**src/rtl/apb_bridge_ctrl.sv**
```systemverilog
// APB3 master for the AHB-to-APB bridge: SETUP/ACCESS sequencing, PREADY waits, slave-error/timeout -> two-cycle AHB ERROR.
// Latency: read 3 cycles, write 4 cycles (+1 per wait state); the AHB side is stalled via Hreadyout=0 while busy.
module apb_bridge_ctrl #(
    parameter int ADDR_W  = 32,
    parameter int DATA_W  = 32,
    parameter int NSLV    = 3,
    parameter int TIMEOUT = 16
) (
    input  logic              Hclk,
    input  logic              Hresetn,
    input  logic              valid,
    input  logic              Hwrite,
    input  logic [ADDR_W-1:0] Haddr,
    input  logic [NSLV-1:0]   tempselx,
    input  logic [DATA_W-1:0] Hwdata,
    input  logic [DATA_W-1:0] Prdata,
    input  logic              Pready,
    input  logic              Pslverr,
    output logic [ADDR_W-1:0] Paddr,
    output logic [DATA_W-1:0] Pwdata,
    output logic              Pwrite,
    output logic [NSLV-1:0]   Pselx,
    output logic              Penable,
    output logic              Hreadyout,
    output logic              Hresp,
    output logic [DATA_W-1:0] Hrdata
);

    localparam int CNT_W = (TIMEOUT > 0) ? $clog2(TIMEOUT + 1) : 1;
    localparam logic [CNT_W-1:0] CNT_LAST = CNT_W'((TIMEOUT > 0) ? TIMEOUT - 1 : 0);

    localparam logic [2:0] S_IDLE   = 3'd0;
    localparam logic [2:0] S_WWAIT  = 3'd1;
    localparam logic [2:0] S_SETUP  = 3'd2;
    localparam logic [2:0] S_ACCESS = 3'd3;
    localparam logic [2:0] S_ERR1   = 3'd4;
    localparam logic [2:0] S_ERR2   = 3'd5;

    logic [2:0]      state;
    logic [2:0]      state_nxt;
    logic [NSLV-1:0] sel;
    logic [CNT_W-1:0] cnt;
    logic            accept;
    logic            timed_out;

    // ERR2 doubles as an accept state so a new transfer can follow an error without a bubble.
    assign accept    = (state == S_IDLE) || (state == S_ERR2);
    assign timed_out = (TIMEOUT != 0) && (cnt == CNT_LAST);

    always_comb begin
        state_nxt = state;
        case (state)
            S_IDLE, S_ERR2: begin
                if (!valid)               state_nxt = S_IDLE;
                else if (tempselx == '0)  state_nxt = S_ERR1;
                else if (Hwrite)          state_nxt = S_WWAIT;
                else                      state_nxt = S_SETUP;
            end
            S_WWAIT:  state_nxt = S_SETUP;
            S_SETUP:  state_nxt = S_ACCESS;
            S_ACCESS: begin
                if (Pready)         state_nxt = Pslverr ? S_ERR1 : S_IDLE;
                else if (timed_out) state_nxt = S_ERR1;
            end
            S_ERR1:   state_nxt = S_ERR2;
            default:  state_nxt = S_IDLE;
        endcase
    end

    always_ff @(posedge Hclk or negedge Hresetn) begin
        if (!Hresetn) begin
            state  <= S_IDLE;
            Paddr  <= '0;
            Pwrite <= 1'b0;
            sel    <= '0;
            Pwdata <= '0;
            Hrdata <= '0;
            cnt    <= '0;
        end else begin
            state <= state_nxt;
            if (accept && valid) begin
                Paddr  <= Haddr;
                Pwrite <= Hwrite;
                sel    <= tempselx;
            end
            if (state == S_WWAIT) begin
                Pwdata <= Hwdata;
            end
            if (state == S_SETUP) begin
                cnt <= '0;
            end else if (state == S_ACCESS && !Pready) begin
                cnt <= cnt + CNT_W'(1);
            end
            // Slave errors must not disturb the last good read data.
            if (state == S_ACCESS && Pready && !Pslverr && !Pwrite) begin
                Hrdata <= Prdata;
            end
        end
    end

    assign Pselx     = (state == S_SETUP || state == S_ACCESS) ? sel : '0;
    assign Penable   = (state == S_ACCESS);
    assign Hreadyout = accept;
    assign Hresp     = (state == S_ERR1) || (state == S_ERR2);

endmodule

```
**config.mk**
```make
export PLATFORM = sky130hd
export DESIGN_NAME = apb_bridge_ctrl
export DESIGN_NICKNAME = d
export VERILOG_FILES = /design/src/rtl/apb_bridge_ctrl.sv
export SDC_FILE = /design/constraint.sdc
export NUM_CORES = 1
export LEC_CHECK = 0
export ABC_AREA = 1
export BUFFER_PORTS_ARGS = -buffer_cell sky130_fd_sc_hd__buf_4
export CAP_MARGIN = 10
export CORE_ASPECT_RATIO = 1.25
export CORE_MARGIN = 10
export CORE_UTILIZATION = 48
export CTS_BUF_LIST = sky130_fd_sc_hd__clkbuf_4 sky130_fd_sc_hd__clkbuf_8
export DETAILED_ROUTE_END_ITERATION = 10
export GPL_TIMING_DRIVEN = 0
export PLACE_DENSITY = 0.82
export SYNTH_ARGS = -nofsm -noshare
export SYNTH_HDL_FRONTEND = slang
export SYNTH_SLANG_ARGS = --single-unit
```
**constraint.sdc**
```tcl
create_clock -name Hclk -period 1.6 [get_ports Hclk]
set_input_delay 0.48 -clock Hclk [delete_from_list [all_inputs] [get_ports Hclk]]
set_output_delay 0.48 -clock Hclk [all_outputs]
set_load 0.005 [all_outputs]
```
* Yosys cells after proc, flatten, opt, wreduce, memory -nomap -nowiden
Cells that the tools add are included.
** Storage, ports and cells
- Flip-flop bits (word level) :: 108
- Input bits :: 105
- Output and inout port bits :: 103
- Logic and storage cells :: 40
** Operators by class
- Add/subtract/negate cells :: 1
- Eq/ne operators :: 7
- Muxes and demuxes :: 10
- Reductions and logical operators :: 15
** Operator list (count)
- 3-bit 2-to-1 mux :: 6
- 3-bit case mux with 5 select lines :: 1
- 5-bit 2-to-1 mux :: 2
- 3-bit by 2-bit == test with 1-bit output (second input constant) :: 2
- 3-bit == test (second input constant) :: 2
- 3-bit logical NOT :: 2
- 5-bit by 1-bit adder with 5-bit output (second input constant) :: 1
- 5-bit by 4-bit == test with 1-bit output (second input constant) :: 1
- 1-bit logical AND :: 5
- 3-bit by 1-bit == test with 1-bit output (second input constant) :: 1
- 1-bit logical NOT :: 3
- 1-bit logical OR :: 3
- 3-bit by 2-bit != test with 1-bit output (second input constant) :: 1
- 2-bit 2-to-1 mux :: 1
- 2-bit nonzero test :: 1
- 2-bit OR reduction :: 1

* Longest topological paths before layout
Gate-level depths: netlist of run 1.
- Depth after elaboration :: 4
- Gate-level depth with buffers :: 8
- Mapped depth without buffers :: 8

* Worst setup path before layout of run 1
No wires, ideal clock.
- Kind :: reg-to-output
- Start :: register state[1]
- End :: output port Hreadyout
- Data arrival time :: 0.828 ns
- Data required time :: 1.120 ns
- Path slack :: 0.292 ns
- Cell stages (with the launch flop) :: 5
- Path buffers :: 1
- Path through :: dfrtp_1 inv_2 nand3_1 nand2_1 buf_2
** Between the ends
- Longest elaborated chain between the ends :: 2
- Elaborated cells on any way between the ends :: 3
- Classes of those cells :: 1 x eq/ne; 2 x reduce/logical
** Ends and longest elaborated chain
- from (decl) :: line 39 : logic [2:0] state;
- from (signal assigned) :: line 80 : state <= state_nxt;
- 3-bit == test or 3-bit logical NOT (tied branches) :: line 47 : assign accept = (state == S_IDLE) || (state == S_ERR2);
- 1-bit logical OR (*) :: line 47
- to (decl) :: line 24 : output logic Hreadyout,
Every way passes the cells marked *; elsewhere a longest branch is shown, timed or not.

* Final worst setup path of run 1
- Start :: register state[2]
- End :: output port Hresp
** Between the ends
- Longest elaborated chain between the ends :: 2
- Elaborated cells on any way between the ends :: 3
- Classes of those cells :: 2 x eq/ne; 1 x reduce/logical
** Ends and longest elaborated chain
- 3-bit == test :: line 104 : assign Hresp = (state == S_ERR1) || (state == S_ERR2);
- 1-bit logical OR (*) :: line 104
- to (decl) :: line 25 : output logic Hresp,
Marks and branches as above.

==> qor.txt, run 1 <==
outcome = finished, violations left
failing checks = setup timing
first-pass GRT wire length = 21,000 um
multiplexer share of the synthesized area = 0
Worst setup EP type = output pin
VDD IR max = 1010 uV
Synth Flop Type = dfrtp_1
Hold Fails Final Rpt = 0
Syn Std Cell Area = 4440 um^2
CP required = 1120 ps
largest net degree at the start of global routing = 69
Pre-antenna DRT Iters = 4
final setup margin = -195 ps
Synth cell types = 18
final hold slack = 227 ps
most frequent cell after synthesis = nand2_1
RSZ-0062 raised after global routing = yes
Syn Area/Cell = 8.74 um^2
power per cell area = 1780 nW/um^2
fin util = 0.709
post-synth top area cell = dfrtp_1
CP startpoint = state[2]$_DFFE_PN0P_
Critical Setup Path Class = flip-flop to output pin
crit-path cells = clkinv_4 -> nor3_4 -> inv_1 -> nand2_1 -> buf_4
slew margin rel. = 0.423
r2r startpoint = state[2]$_DFFE_PN0P_
H-tree levels = 3
top post-synthesis cells by area = dfrtp_1, nand2_1, nand3_1, o21ai_0, inv_1
Slowest cell on crit path = dfrtp_2
Seq/Total Area, Yosys = 0.609
XOR/XNOR share of the synthesized area = 0
Syn-to-layout area delta = 45.0%
initial antenna violation count = 0
Layout Skew = 10.7 ps
Post-synth top cells = nand2_1, dfrtp_1, nand3_1
Die W = 106 um
fraction of layout cells with a size suffix above 1 = 0.366
final worst-path cycle share = 1.12
Max Clock Freq = 557 MHz
Worst Path Arrival = 1320 ps
Site Rows = 39
Final GP Congestion = 0.776
Compound-Gate Fraction of Synth Area = 0.0451
Clock Latency Late Sink = 360 ps
Routed WL = 13,300 um
CTS Hold Bufs = 0
core area = 9080 um^2
DIE AREA = 13,500 um^2
#FFs+latches synth = 108
root buffer cell = clkbuf_8
Initial Utilization = 0.489
crit start category = flip-flop
total gr overflow = 0
asr flop ratio synth = 1.00
CTS Buffer Depth = 2
Max Slew Vio Count = 0
starting DRC count in detailed routing = 140
worst stage delay on the critical path = 420 ps
port buffer count = 207
routed vias/inst = 4.78
Leak = 3.68 nW
Layout Cell Area excl Fill = 6440 um^2
Tmin final = 1800 ps
io pins = 208
CTS tree = done
Antenna Nets Post-Route = 0
max cap viols = 0
average routed wire per standard cell = 15.5 um
Total GRT Usage = 0.190
simple-gate share of the synthesized area = 0.263
Hold Path Class = primary input to async pin
Die Ht = 128 um
largest family of logic cells by synthesized area = simple AND/OR/NAND/NOR gates
post-synth top area share = 0.609
placed cell areas = 6170 um^2
Gate Count Post-Synth = 508
vias in the first global route = 4,201
number of diodes = 0
DP Wirelength = 10,400 um
Final setup viols = 6
drt drc = 0
Worst-path clk slew = 100 ps
CP max FO = 5
adder-cell share of the synthesized area = 0.00564
Final nets = 839
clk sinks = 108
syn nets = 615
Worst Tran Pin Value = 865 ps
Inserted Clock Buffers = 9
vias = 4,107
Post-synth EDFFs = 0
Warnings, synthesis = 0
-- sequential cells by signal (all words and copies together) (netlist names) --
signal	flops
Pwrite	1
cnt	5
state	3
Pwdata	32
Hrdata	32
sel	3
Paddr	32
-- critical path, delay by kind of cell, from the launching register on --
kind,cells,cell delay (ps)
AND/OR/NAND/NOR,2,260
flip-flops,1,420
buffers and inverters,3,280
-- metrics by stage --
stage / worst slack [ps] / TNS, ps / total power, mW / cells
after floorplan: 292 / 0 / 6.88 / 508
after global placement: -81.2 / -9350 / 9.57 / 838
after detailed placement: -61.2 / -1760 / 9.83 / 839
after CTS: -182 / -947 / 11.5 / 860
after global routing: -275 / -1190 / 12.4 / 860
final: -195 / -810 / 11.5 / 860
-- logic make-up (layout without fill, tap and decap cells) --
| group | Yosys count | count (layout) |
|---|---|---|
| fa+ha+maj | 2 | 2 |
| compound gates | 40 | 40 |
| flops | 108 | 108 |
| simple gates | 280 | 280 |
| buf+inv | 78 | 307 |
-- cell usage in the layout (no fill, tap or decap) --
master	Yosys	final
clkbuf_2	0	2
nand2_2	0	1
nor2_2	0	3
clkbuf_4	0	1
nor3_4	0	1
inv_2	3	2
inv_1	47	47
clkbuf_1	6	4
buf_2	16	14
o21ai_0	37	37
or2_2	1	1
nor2_1	12	9
clkinv_2	0	6
buf_12	0	1
clkinv_4	0	1
dfrtp_2	0	3
nand3_2	1	3
clkbuf_8	0	10
nand3_1	76	74
a21oi_1	3	3
nand4_1	2	2
nand2_4	0	1
buf_4	4	214
nand2_1	186	184
buf_6	2	5
nor2_4	1	1
dfrtp_1	108	105
ha_1	2	2
-- worst paths after layout --
check	to	slack, ps	depth (start not counted)
worst max-delay path	Hresp	-200	5
worst min-delay path	Pwdata[11]$_DFFE_PN0N_	230	1
worst max register to register	cnt[2]$_DFFE_PN0P_	80	7
worst min register to register	Hrdata[3]$_DFFE_PN0P_	480	2
max in group asynchronous	state[0]$_DFFE_PN0P_	650	2
min in group Hclk	Paddr[18]$_DFFE_PN0P_	340	3
-- routing by layer --
| metal | wire (um) | global-route usage |
|---|---|---|
| met5 | 0 | 0 |
| met4 | 183 | 0.0710 |
| met3 | 1080 | 0.0589 |
| met2 | 7070 | 0.344 |
| met1 | 4960 | 0.203 |
-- cell type report --
cell class | instances | area [um^2]
repair buffers | 213 | 1620
plain buffers | 28 | 166
fillers | 758 | 2640
clock inverters | 6 | 30.0
inverters | 50 | 193
multi-input cells | 322 | 1430
clock buffers | 10 | 138
flip-flops and latches | 108 | 2710
well taps | 123 | 154
-- where the power goes --
| part | internal, mW | switching [mW] | total (mW) |
|---|---|---|---|
| Combinational | 2.65 | 2.58 | 5.23 |
| Clock | 0.594 | 0.889 | 1.48 |
| Sequential | 3.98 | 0.758 | 4.74 |
| Total | 7.23 | 4.22 | 11.5 |
-- timing repair --
| action | in CTS | in global routing |
|---|---|---|
| pin swaps | 2 | 2 |
| endpoints found under the setup margin | 6 | 30 |
| cloned | 0 | 0 |
| buffers inserted | 5 | 0 |
| resized for setup | 8 | 16 |
Power figures use the tool's default switching activity.
==> inputs of run 2 (changes only) <==
--- a/config.mk
+++ b/config.mk
@@ -10,11 +10,12 @@
 export CAP_MARGIN = 10
 export CORE_ASPECT_RATIO = 1.25
 export CORE_MARGIN = 10
-export CORE_UTILIZATION = 48
+export CORE_UTILIZATION = 40
 export CTS_BUF_LIST = sky130_fd_sc_hd__clkbuf_4 sky130_fd_sc_hd__clkbuf_8
 export DETAILED_ROUTE_END_ITERATION = 10
 export GPL_TIMING_DRIVEN = 0
-export PLACE_DENSITY = 0.82
+export HOLD_SLACK_MARGIN = 0.12
+export PLACE_DENSITY = 0.7
 export SYNTH_ARGS = -nofsm -noshare
 export SYNTH_HDL_FRONTEND = slang
 export SYNTH_SLANG_ARGS = --single-unit
==> run 2 against run 1 <==
The run still ends with setup timing left. Die area rose by 16%. First-iteration DRC count increased by 69%. Worst hold slack gained 110 ps. Clock skew shrank 2.0 ps. Setup slack improved by 19 ps. Non-clock buffer count is 6 higher. Sequential power about the same. Count of clock-buffer cells in the layout up 1. Critical path depth stayed put. Core utilization is 9.5 points lower. Global-route usage shrank 2.4 points. Highest routed layer unchanged.
==> qor.txt, run 2 (same netlist as run 1, synthesis figures left out) <==
H-tree levels = 3
vias in the first global route = 4,165
average routed wire per standard cell = 15.6 um
most common cell after layout, fill and taps aside = buf_4
first-pass GRT wire length = 21,200 um
Syn-to-layout area delta = 48.3%
Layout Skew = 8.72 ps
Die Ht = 138 um
Max Slew Vio Count = 0
total gr overflow = 0
Total GRT Usage = 0.166
root buffer cell = clkbuf_8
Routed WL = 13,600 um
Leak = 3.73 nW
leading cell types in the layout, fill and taps excluded = buf_4, nand2_1, dfrtp_1, nand3_1, inv_1
Tmin final = 1780 ps
clk sinks = 108
RSZ-0062 raised after global routing = yes
initial antenna violation count = 0
Final nets = 845
largest net degree at the start of global routing = 68
slew margin rel. = 0.627
Hold Fails Final Rpt = 0
starting DRC count in detailed routing = 236
Die W = 114 um
CP required = 1120 ps
Worst Path Arrival = 1300 ps
VDD IR max = 1130 uV
max cap viols = 0
Pre-antenna DRT Iters = 4
power per cell area = 1820 nW/um^2
Critical Setup Path Class = flip-flop to output pin
Clock Latency Late Sink = 370 ps
Largest regs = Hrdata (32), Paddr (32), Pwdata (32)
CP max FO = 5
port buffer count = 207
io pins = 208
Worst Tran Pin Value = 559 ps
Site Rows = 42
final setup margin = -176 ps
Hold Path Class = primary input to flip-flop
Final setup viols = 6
drt drc = 0
final worst-path cycle share = 1.11
crit start category = flip-flop
number of diodes = 0
fraction of layout cells with a size suffix above 1 = 0.371
Max Clock Freq = 563 MHz
Worst setup EP type = output pin
DP Wirelength = 10,600 um
CTS Buffer Depth = 2
failing checks = setup timing
vias = 4,093
fin util = 0.614
Inserted Clock Buffers = 9
Initial Utilization = 0.414
Worst-path clk slew = 100 ps
Antenna Nets Post-Route = 0
outcome = finished, violations left
DIE AREA = 15,700 um^2
CTS tree = done
Final GP Congestion = 0.773
dpl ws = -66.9 ps
routed vias/inst = 4.68
core area = 10,700 um^2
[run 2: changes by cell type in the layout (fill, tap and decap cells not counted), moves of 2 or more]
cell	previous run	this run
buf_4	214	219
bufinv_16	0	2
nand3_2	3	1
inv_2	2	4
buf_6	5	7
nand2_1	184	182
clkinv_2	6	1
nand3_4	0	2
[run 2: path summary, 6_finish.rpt]
path / from / to / cells after the start / slack, ps
min in group asynchronous: Hresetn / Pwdata[27]$_DFFE_PN0N_ / 2 / 630
worst min register to register: sel[2]$_DFFE_PN0P_ / sel[2]$_DFFE_PN0P_ / 2 / 480
worst max register to register: state[2]$_DFFE_PN0P_ / Hrdata[16]$_DFFE_PN0P_ / 8 / 90
worst max-delay path: state[2]$_DFFE_PN0P_ / Hresp / 5 / -180
max in group asynchronous: Hresetn / state[0]$_DFFE_PN0P_ / 3 / 220
worst min-delay path: Haddr[15] / Paddr[15]$_DFFE_PN0P_ / 3 / 330
[run 2: final cells by class]
cell class,instances,area [um^2]
plain buffers,27,158
clock buffers,11,151
clock inverters,4,72.6
fillers,1000,4140
inverters,50,188
multi-input cells,322,1450
flip-flops and latches,108,2710
well taps,132,165
repair buffers,220,1690
[run 2: power by group]
part / leakage [nW] / switching, mW / internal, mW / total (mW)
logic: 2.26 / 2.63 / 2.74 / 5.37
clock network: 0.111 / 0.902 / 0.957 / 1.86
registers: 1.36 / 0.740 / 3.98 / 4.72
[run 2: timing repair]
action                                  4_1_cts  5_1_grt
setup buffers                                 7        4
endpoints found under the setup margin        6       59
resized for setup                            14       17
pin swaps                                     4        3
endpoints found under the hold margin        27        0
hold buffers                                  1        0
[run 2: metrics by stage]
| step | TNS [ps] | total power [mW] | cells | hold slack, ps | area (um^2) |
|---|---|---|---|---|---|
| 2_1_floorplan | 0 | 6.88 | 508 | 184 | 4440 |
| 3_3_place_gp | -12020 | 9.64 | 847 | 455 | 6160 |
| 3_5_place_dp | -1670 | 9.86 | 848 | 460 | 6190 |
| 4_1_cts | -894 | 12.0 | 871 | 321 | 6520 |
| 5_1_grt | -1050 | 12.9 | 874 | 328 | 6580 |
| 6_report | -668 | 11.9 | 874 | 334 | 6580 |
[run 2: worst max-delay path, cell delays in order, from the launching register on]
cell	delay [ps]
dfrtp_1	380
inv_2	100
nor3_2	210
inv_1	80
nand2_2	80
buf_6	90
[run 2: per-layer routing]
layer | up-vias | part of all wire | GRT usage
li1 | 2043 | - | -
met4 | 0 | 0.013 | 0.0551
met1 | 1910 | 0.40 | 0.194
met5 | - | 0 | 0
met2 | 128 | 0.51 | 0.282
met3 | 12 | 0.079 | 0.0540
